File: config.mk
export PLATFORM = sky130hd
export DESIGN_NAME = sd_card_cmd_responder
export DESIGN_NICKNAME = d
export VERILOG_FILES = /design/src/rtl/sd_card_pkg.sv /design/src/rtl/sd_crc7_serial.sv /design/src/rtl/sd_card_cmd_responder.sv
export SDC_FILE = /design/constraint.sdc
export NUM_CORES = 1
export LEC_CHECK = 0
export ABC_AREA = 0
export BUFFER_PORTS_ARGS = -buffer_cell sky130_fd_sc_hd__buf_4
export CORE_MARGIN = 2
export CORE_UTILIZATION = 56
export CTS_CLUSTER_SIZE = 30
export DETAILED_ROUTE_END_ITERATION = 7
export GPL_TIMING_DRIVEN = 0
export HOLD_SLACK_MARGIN = 0.05
export PLACE_DENSITY = 0.9
export SETUP_SLACK_MARGIN = 0.1
export SYNTH_ARGS = -nofsm -noshare
export SYNTH_HDL_FRONTEND = slang
export SYNTH_SLANG_ARGS = --single-unit
File: constraint.sdc
create_clock -name clk -period 6.5 [get_ports clk]
set_input_delay 1.3 -clock clk [delete_from_list [all_inputs] [get_ports clk]]
set_output_delay 1.3 -clock clk [all_outputs]
set_load 0.01 [all_outputs]
File: src/rtl/sd_card_pkg.sv
// Shared SD card definitions: card states, command indices, status bit positions, R3 OCR.
package sd_card_pkg;

  typedef enum logic [3:0] {
    ST_IDLE  = 4'd0,
    ST_READY = 4'd1,
    ST_IDENT = 4'd2,
    ST_STBY  = 4'd3,
    ST_TRAN  = 4'd4
  } card_state_t;

  typedef enum logic [2:0] {
    RSP_NONE,
    RSP_R1,
    RSP_R1B,
    RSP_R2,
    RSP_R3,
    RSP_R6
  } resp_kind_t;

  localparam logic [5:0] CMD_GO_IDLE         = 6'd0;
  localparam logic [5:0] CMD_ALL_SEND_CID    = 6'd2;
  localparam logic [5:0] CMD_SEND_RCA        = 6'd3;
  localparam logic [5:0] CMD_SELECT          = 6'd7;
  localparam logic [5:0] CMD_SEND_STATUS     = 6'd13;
  localparam logic [5:0] CMD_SD_SEND_OP_COND = 6'd41;
  localparam logic [5:0] CMD_APP             = 6'd55;
  localparam logic [5:0] RSP_IDX_NO_CMD      = 6'h3F;

  localparam int unsigned STAT_CRC_ERR    = 23;
  localparam int unsigned STAT_ILLEGAL    = 22;
  localparam int unsigned STAT_STATE_LSB  = 9;
  localparam int unsigned STAT_READY_DATA = 8;
  localparam int unsigned STAT_APP_CMD    = 5;

  localparam logic [31:0] R3_OCR     = 32'hC0FF_8000;
  localparam logic [6:0]  R3_NO_CRC  = 7'h7F;
  localparam int unsigned CRC_CYCLES = 40;

endpackage

File: src/rtl/sd_crc7_serial.sv
// Serial CRC7 (x^7 + x^3 + 1), MSB first, one bit per clock; start clears the register.
module sd_crc7_serial (
  input  logic       clk,
  input  logic       rst,
  input  logic       start,
  input  logic       bit_in,
  input  logic       bit_valid,
  output logic [6:0] crc
);

  logic fb;
  assign fb = bit_in ^ crc[6];

  // LFSR update
  always_ff @(posedge clk) begin
    if (rst || start) crc <= '0;
    else if (bit_valid) crc <= {crc[5:3], crc[2] ^ fb, crc[1:0], fb};
  end

endmodule

File: src/rtl/sd_card_cmd_responder.sv
// Card-side SD command responder: tracks card state and answers host commands with CRC'd frames.
module sd_card_cmd_responder
  import sd_card_pkg::*;
#(
  parameter logic [15:0] RCA         = 16'h1234,
  parameter int unsigned NCR_CYCLES  = 2,
  parameter int unsigned BUSY_CYCLES = 16
) (
  input  logic        clk,
  input  logic        rst,
  input  logic        Cmd_Valid,
  input  logic [5:0]  Cmd_ID,
  input  logic [31:0] Cmd_Arg,
  input  logic        Cmd_Crc_Err,
  output logic        Cmd_Ack,
  output logic [47:0] Resp_Data,
  output logic        Resp_Send_En,
  input  logic        Resp_Send_Complite,
  output logic        Dat0_Level,
  output logic [3:0]  Card_State
);

  localparam int unsigned CNT_W = 8;

  typedef enum logic [2:0] {S_WAIT, S_DECODE, S_CRC, S_NCR, S_SEND, S_BUSY} fsm_t;

  fsm_t             state, state_d;
  card_state_t      card, card_d;
  resp_kind_t       kind, kind_d;
  logic [CNT_W-1:0] cnt, cnt_d;
  logic             crc_flag, crc_flag_d, ill_flag, ill_flag_d, app_flag, app_flag_d;
  logic             ack_d, send_d, dat0_d;
  logic [47:0]      data_d;
  logic [31:0]      status_c;
  logic             rca_match;
  logic [6:0]       crc;
  logic             crc_bit;
  logic             arg_unused;

  // Low argument half carries stuff bits only
  assign arg_unused = ^Cmd_Arg[15:0];
  assign rca_match  = (Cmd_Arg[31:16] == RCA);

  // Bit 47 is always 0 and leaves a cleared CRC at 0, so feeding starts at bit 46
  assign crc_bit = Resp_Data[6'(46 - int'(cnt))];

  sd_crc7_serial u_crc (
    .clk       (clk),
    .rst       (rst),
    .start     (state == S_DECODE),
    .bit_in    (crc_bit),
    .bit_valid ((state == S_CRC) && (cnt < CNT_W'(CRC_CYCLES - 1))),
    .crc       (crc)
  );

  // Card status word as reported in R1/R6, using the pre-command card state
  always_comb begin
    status_c = '0;
    status_c[STAT_CRC_ERR] = crc_flag;
    status_c[STAT_ILLEGAL] = ill_flag;
    status_c[STAT_STATE_LSB +: 4] = card;
    status_c[STAT_READY_DATA] = (card == ST_TRAN);
    status_c[STAT_APP_CMD] = (Cmd_ID == CMD_APP);
  end

  // State register and registered outputs
  always_ff @(posedge clk) begin
    if (rst) begin
      state        <= S_WAIT;
      card         <= ST_IDLE;
      kind         <= RSP_NONE;
      cnt          <= '0;
      crc_flag     <= 1'b0;
      ill_flag     <= 1'b0;
      app_flag     <= 1'b0;
      Cmd_Ack      <= 1'b0;
      Resp_Send_En <= 1'b0;
      Dat0_Level   <= 1'b1;
      Resp_Data    <= '0;
    end else begin
      state        <= state_d;
      card         <= card_d;
      kind         <= kind_d;
      cnt          <= cnt_d;
      crc_flag     <= crc_flag_d;
      ill_flag     <= ill_flag_d;
      app_flag     <= app_flag_d;
      Cmd_Ack      <= ack_d;
      Resp_Send_En <= send_d;
      Dat0_Level   <= dat0_d;
      Resp_Data    <= data_d;
    end
  end

  assign Card_State = card;

  // Next-state, command decode and frame assembly
  always_comb begin
    state_d    = state;
    card_d     = card;
    kind_d     = kind;
    cnt_d      = cnt;
    crc_flag_d = crc_flag;
    ill_flag_d = ill_flag;
    app_flag_d = app_flag;
    ack_d      = 1'b0;
    send_d     = Resp_Send_En;
    dat0_d     = Dat0_Level;
    data_d     = Resp_Data;

    case (state)
      S_WAIT: begin
        if (Cmd_Valid) begin
          ack_d   = 1'b1;
          state_d = S_DECODE;
        end
      end

      S_DECODE: begin
        kind_d = RSP_NONE;
        cnt_d  = '0;
        if (Cmd_Crc_Err) begin
          crc_flag_d = 1'b1;
        end else begin
          app_flag_d = (Cmd_ID == CMD_APP);
          case (Cmd_ID)
            CMD_GO_IDLE: begin
              card_d     = ST_IDLE;
              crc_flag_d = 1'b0;
              ill_flag_d = 1'b0;
            end
            CMD_APP: kind_d = RSP_R1;
            CMD_SD_SEND_OP_COND: begin
              if (app_flag && card == ST_IDLE) begin
                card_d = ST_READY;
                kind_d = RSP_R3;
              end else ill_flag_d = 1'b1;
            end
            CMD_ALL_SEND_CID: begin
              if (card == ST_READY) begin
                card_d = ST_IDENT;
                kind_d = RSP_R2;
              end else ill_flag_d = 1'b1;
            end
            CMD_SEND_RCA: begin
              if (card == ST_IDENT) begin
                card_d = ST_STBY;
                kind_d = RSP_R6;
              end else ill_flag_d = 1'b1;
            end
            CMD_SELECT: begin
              if (card == ST_STBY) begin
                if (rca_match) begin
                  card_d = ST_TRAN;
                  kind_d = RSP_R1B;
                end
              end else if (card == ST_TRAN) begin
                if (rca_match) kind_d = RSP_R1B;
                else card_d = ST_STBY;
              end else ill_flag_d = 1'b1;
            end
            CMD_SEND_STATUS: begin
              if (card == ST_STBY || card == ST_TRAN) begin
                if (rca_match) kind_d = RSP_R1;
              end else ill_flag_d = 1'b1;
            end
            default: ill_flag_d = 1'b1;
          endcase
        end

        case (kind_d)
          RSP_R1, RSP_R1B: begin
            data_d     = {2'b00, Cmd_ID, status_c, 7'd0, 1'b1};
            crc_flag_d = 1'b0;
            ill_flag_d = 1'b0;
          end
          RSP_R2: data_d = {2'b00, RSP_IDX_NO_CMD, 32'd0, 7'd0, 1'b1};
          RSP_R3: data_d = {2'b00, RSP_IDX_NO_CMD, R3_OCR, R3_NO_CRC, 1'b1};
          RSP_R6: begin
            data_d     = {2'b00, Cmd_ID, RCA, crc_flag, ill_flag, 1'b0, status_c[12:0], 7'd0, 1'b1};
            crc_flag_d = 1'b0;
            ill_flag_d = 1'b0;
          end
          default: ;
        endcase

        case (kind_d)
          RSP_NONE: state_d = S_WAIT;
          RSP_R3:   state_d = S_NCR;
          default:  state_d = S_CRC;
        endcase
      end

      S_CRC: begin
        cnt_d = cnt + 1'b1;
        if (cnt == CNT_W'(CRC_CYCLES - 1)) begin
          data_d[7:1] = crc;
          cnt_d       = '0;
          state_d     = S_NCR;
        end
      end

      S_NCR: begin
        cnt_d = cnt + 1'b1;
        if (cnt == CNT_W'(NCR_CYCLES - 1)) begin
          cnt_d   = '0;
          send_d  = 1'b1;
          state_d = S_SEND;
        end
      end

      S_SEND: begin
        if (Resp_Send_Complite) begin
          send_d = 1'b0;
          if (kind == RSP_R1B) begin
            dat0_d  = 1'b0;
            state_d = S_BUSY;
          end else state_d = S_WAIT;
        end
      end

      S_BUSY: begin
        cnt_d = cnt + 1'b1;
        if (cnt == CNT_W'(BUSY_CYCLES - 1)) begin
          cnt_d   = '0;
          dat0_d  = 1'b1;
          state_d = S_WAIT;
        end
      end

      default: state_d = S_WAIT;
    endcase
  end

endmodule

==> flow_summary.ini <==
[critical_path]
crit_chain = buf_4, clkbuf_1, nor2b_1, nand4b_1, a211oi_1, o21ai_2, buf_2, a2bb2oi_1, nor2_1
worst-path-buf-inv = 3
cpLargestDelayFamily = compound AO/OA/AOI/OAI gates
critPathLaunchType = primary input
crit_fanout = 10
worstSetupPathType = primary input to flip-flop
required_ns = 6.70
slowest_delay_ns = 0.47
setup.worst_path.end_class = flip-flop
worst_path_max_delay_cell = a211oi_1
worstPathArrival_ns = 3.48

[yosys]
ys_async_sr_fraction_pct = 0
synth_ff_type = dfxtp_1
synth_area_mm2 = 0.00340
synth_enable_flop_cells = 0
netlist_top_cells_count = dfxtp_1 (56), nor2_1 (45), nand2_1 (36)
syn_inst = 407
ys.warnings.count = 0
synth.distinct_cells = 69
yosysSeqAreaShare_pct = 32.9
yosysTopAreaCellShare_pct = 32.9
synth_top_area_cell = dfxtp_1
syn_avg_cell_area_um2 = 8.36
yosys_register_bits = 56
synth.most_common_cell = dfxtp_1
yosys-top-cells-area = dfxtp_1 (33%), buf_4 (5.7%), nor2_1 (5.0%), a21oi_1 (4.7%), nand2_1 (4.0%)

[sta]
clock_skew_ns = 0.00681
final-hold-violation-count = 0
tightest_slew_ns = 1.23
timing.final.crit_share_pct = 50.5
finalSetupTns_ns = 0
fin_crit_ns = 3.28
slew_headroom_pct = 17.8
drv_slew = 0
rsz0062_at_grt = false
max_freq_ghz = 0.305
finalSetupViolCount = 0

[place]
hpwl_mm = 6.78
dp_cells = 559
place.port_buffers = 62
gp_congestion = 0.982

[final_layout]
area_delta_synth_final_pct = 21.3
diodes = 0
layout-drive-gt1-share_pct = 26.2
nNetsFinal = 536
layout.cells.non_filler = 567

[clock_network]
ctsResizeCount = 0
cts_inserted_buffers = 5
cts-htree-levels = 2
postCtsSetupBuffers = 0
cts.reportedPaths.clkPinSlew_ns = 0.10
clockRootBuffer = clkbuf_8
cts_tree = built
clock-sinks = 56
hold_buffers = 0
clk_latency_ns = 0.32
clockBufferDepth = 2

[global_route]
antenna_found_initial = 0
grt.busiest_layer = met2
grt_pass1_vias = 3063
met2_usage_pct = 47.0
overflow = 0
grt_start_max_net_pins = 17
gr-usage-met3_pct = 5.49
grt_usage_pct = 27.1
grt_pass1_wl_mm = 14.1
grtUsageMet1_pct = 32.1

[detailed_routing]
ant_nets = 0
drt_iter0_drc = 194
post_drt_wl_per_cell_um = 15.8
drc = 0
first_pass_iters = 4
vias = 3294
finalWirelength_mm = 8.94
routed_via_density = 5.81

[die]
pin_count = 98
start_util_pct = 57.8
row_count = 28
die_w_um = 82.0
dieArea_mm2 = 0.00672
core_area_mm2 = 0.00589
die_y_um = 82.0

[status]
status = complete, no violations

[power]
p_leak_uw = 0.00170
ir_drop_uv = 127
power_density_mw_per_mm2 = 156

[hold_path]
hold_class = flip-flop to flip-flop

[flow_run]
max_cap_violations = 0
[worst paths after layout]
kind                            startpoint             to  slack (ns)  cells past startpoint
worst max-delay path             Cmd_ID[0]  Resp_Data[23]        3.22                      9
worst min-delay path               kind[2]        kind[2]        0.47                      2
worst max register to register      cnt[0]   u_crc.crc[3]        3.40                      8
worst min register to register     kind[2]        kind[2]        0.47                      2
[metrics by stage]
step                worst slack, ns  utilization, %  instance area, um^2  total power [uW]  hold WS [ns]
floorplan                      3.18               -                 3460               394         0.437
global placement               2.98            68.3                 4020               416         0.443
detailed placement             2.92            68.3                 4020               417         0.457
CTS                            3.25            70.1                 4130               642         0.470
global route                   3.05            70.1                 4130               661         0.492
finish                         3.22            70.1                 4130               644         0.467
[layer usage]
layer | wire (um) | vias to the layer above
met2 | 4470 | 124
met4 | 292 | 0
met3 | 547 | 28
li1 | - | 1593
met1 | 3630 | 1549
met5 | 0 | -
[report_power, final]
group / internal [uW] / switching (uW)
Clock: 115 / 118
Combinational: 28.3 / 36.0
Sequential: 345 / 1.79
[layout make-up]
| class | instances | area (um^2) |
|---|---|---|
| plain buffers | 49 | 287 |
| clock buffers | 6 | 72.6 |
| clock inverters | 2 | 35.0 |
| fillers | 479 | 1760 |
| inverters | 12 | 45.0 |
| multi-input cells | 305 | 2010 |
| flip-flops and latches | 56 | 1120 |
| well taps | 75 | 93.8 |
| repair buffers | 62 | 465 |
[state kept, by name, summed over array words and instances (netlist names)]
register / flops
Resp_Data: 26
app_flag: 1
Cmd_Ack: 1
state: 3
kind: 3
Card_State: 3
Resp_Send_En: 1
u_crc.crc: 7
crc_flag: 1
cnt: 8
Dat0_Level: 1
ill_flag: 1
[worst min-delay path: stages (launching register included)]
cell and delay [ns]:
dfxtp_1 0.32, nand2_1 0.05, a21oi_1 0.05
[layout by cell type, fill, tap and decap left out, types with 6 or more instances in the layout]
cell / n
dfxtp_1: 56
nand3_1: 13
nor3_1: 6
nor2_1: 45
conb_1: 16
xor2_1: 6
o221a_2: 7
nand4_1: 7
a21oi_1: 32
o21ai_0: 11
xnor2_1: 7
mux2i_1: 11
nor2b_1: 6
nand2_1: 36
buf_4: 88
clkbuf_1: 20
inv_1: 12
[kinds of logic after synthesis]
family                     after synthesis  synth area share (%)
and+or+nand+nor                        156                  24.0
AOI/OAI and AO/OA                       98                  21.1
buffers and inverters                   61                  9.74
DFF                                     56                  32.9
muxes                                   18                  6.88
xor gates and xnor gates                15                  4.52
adders and majority gates                2                 0.735
other                                    1                 0.110
No activity file was read; power rests on OpenSTA's default activity.
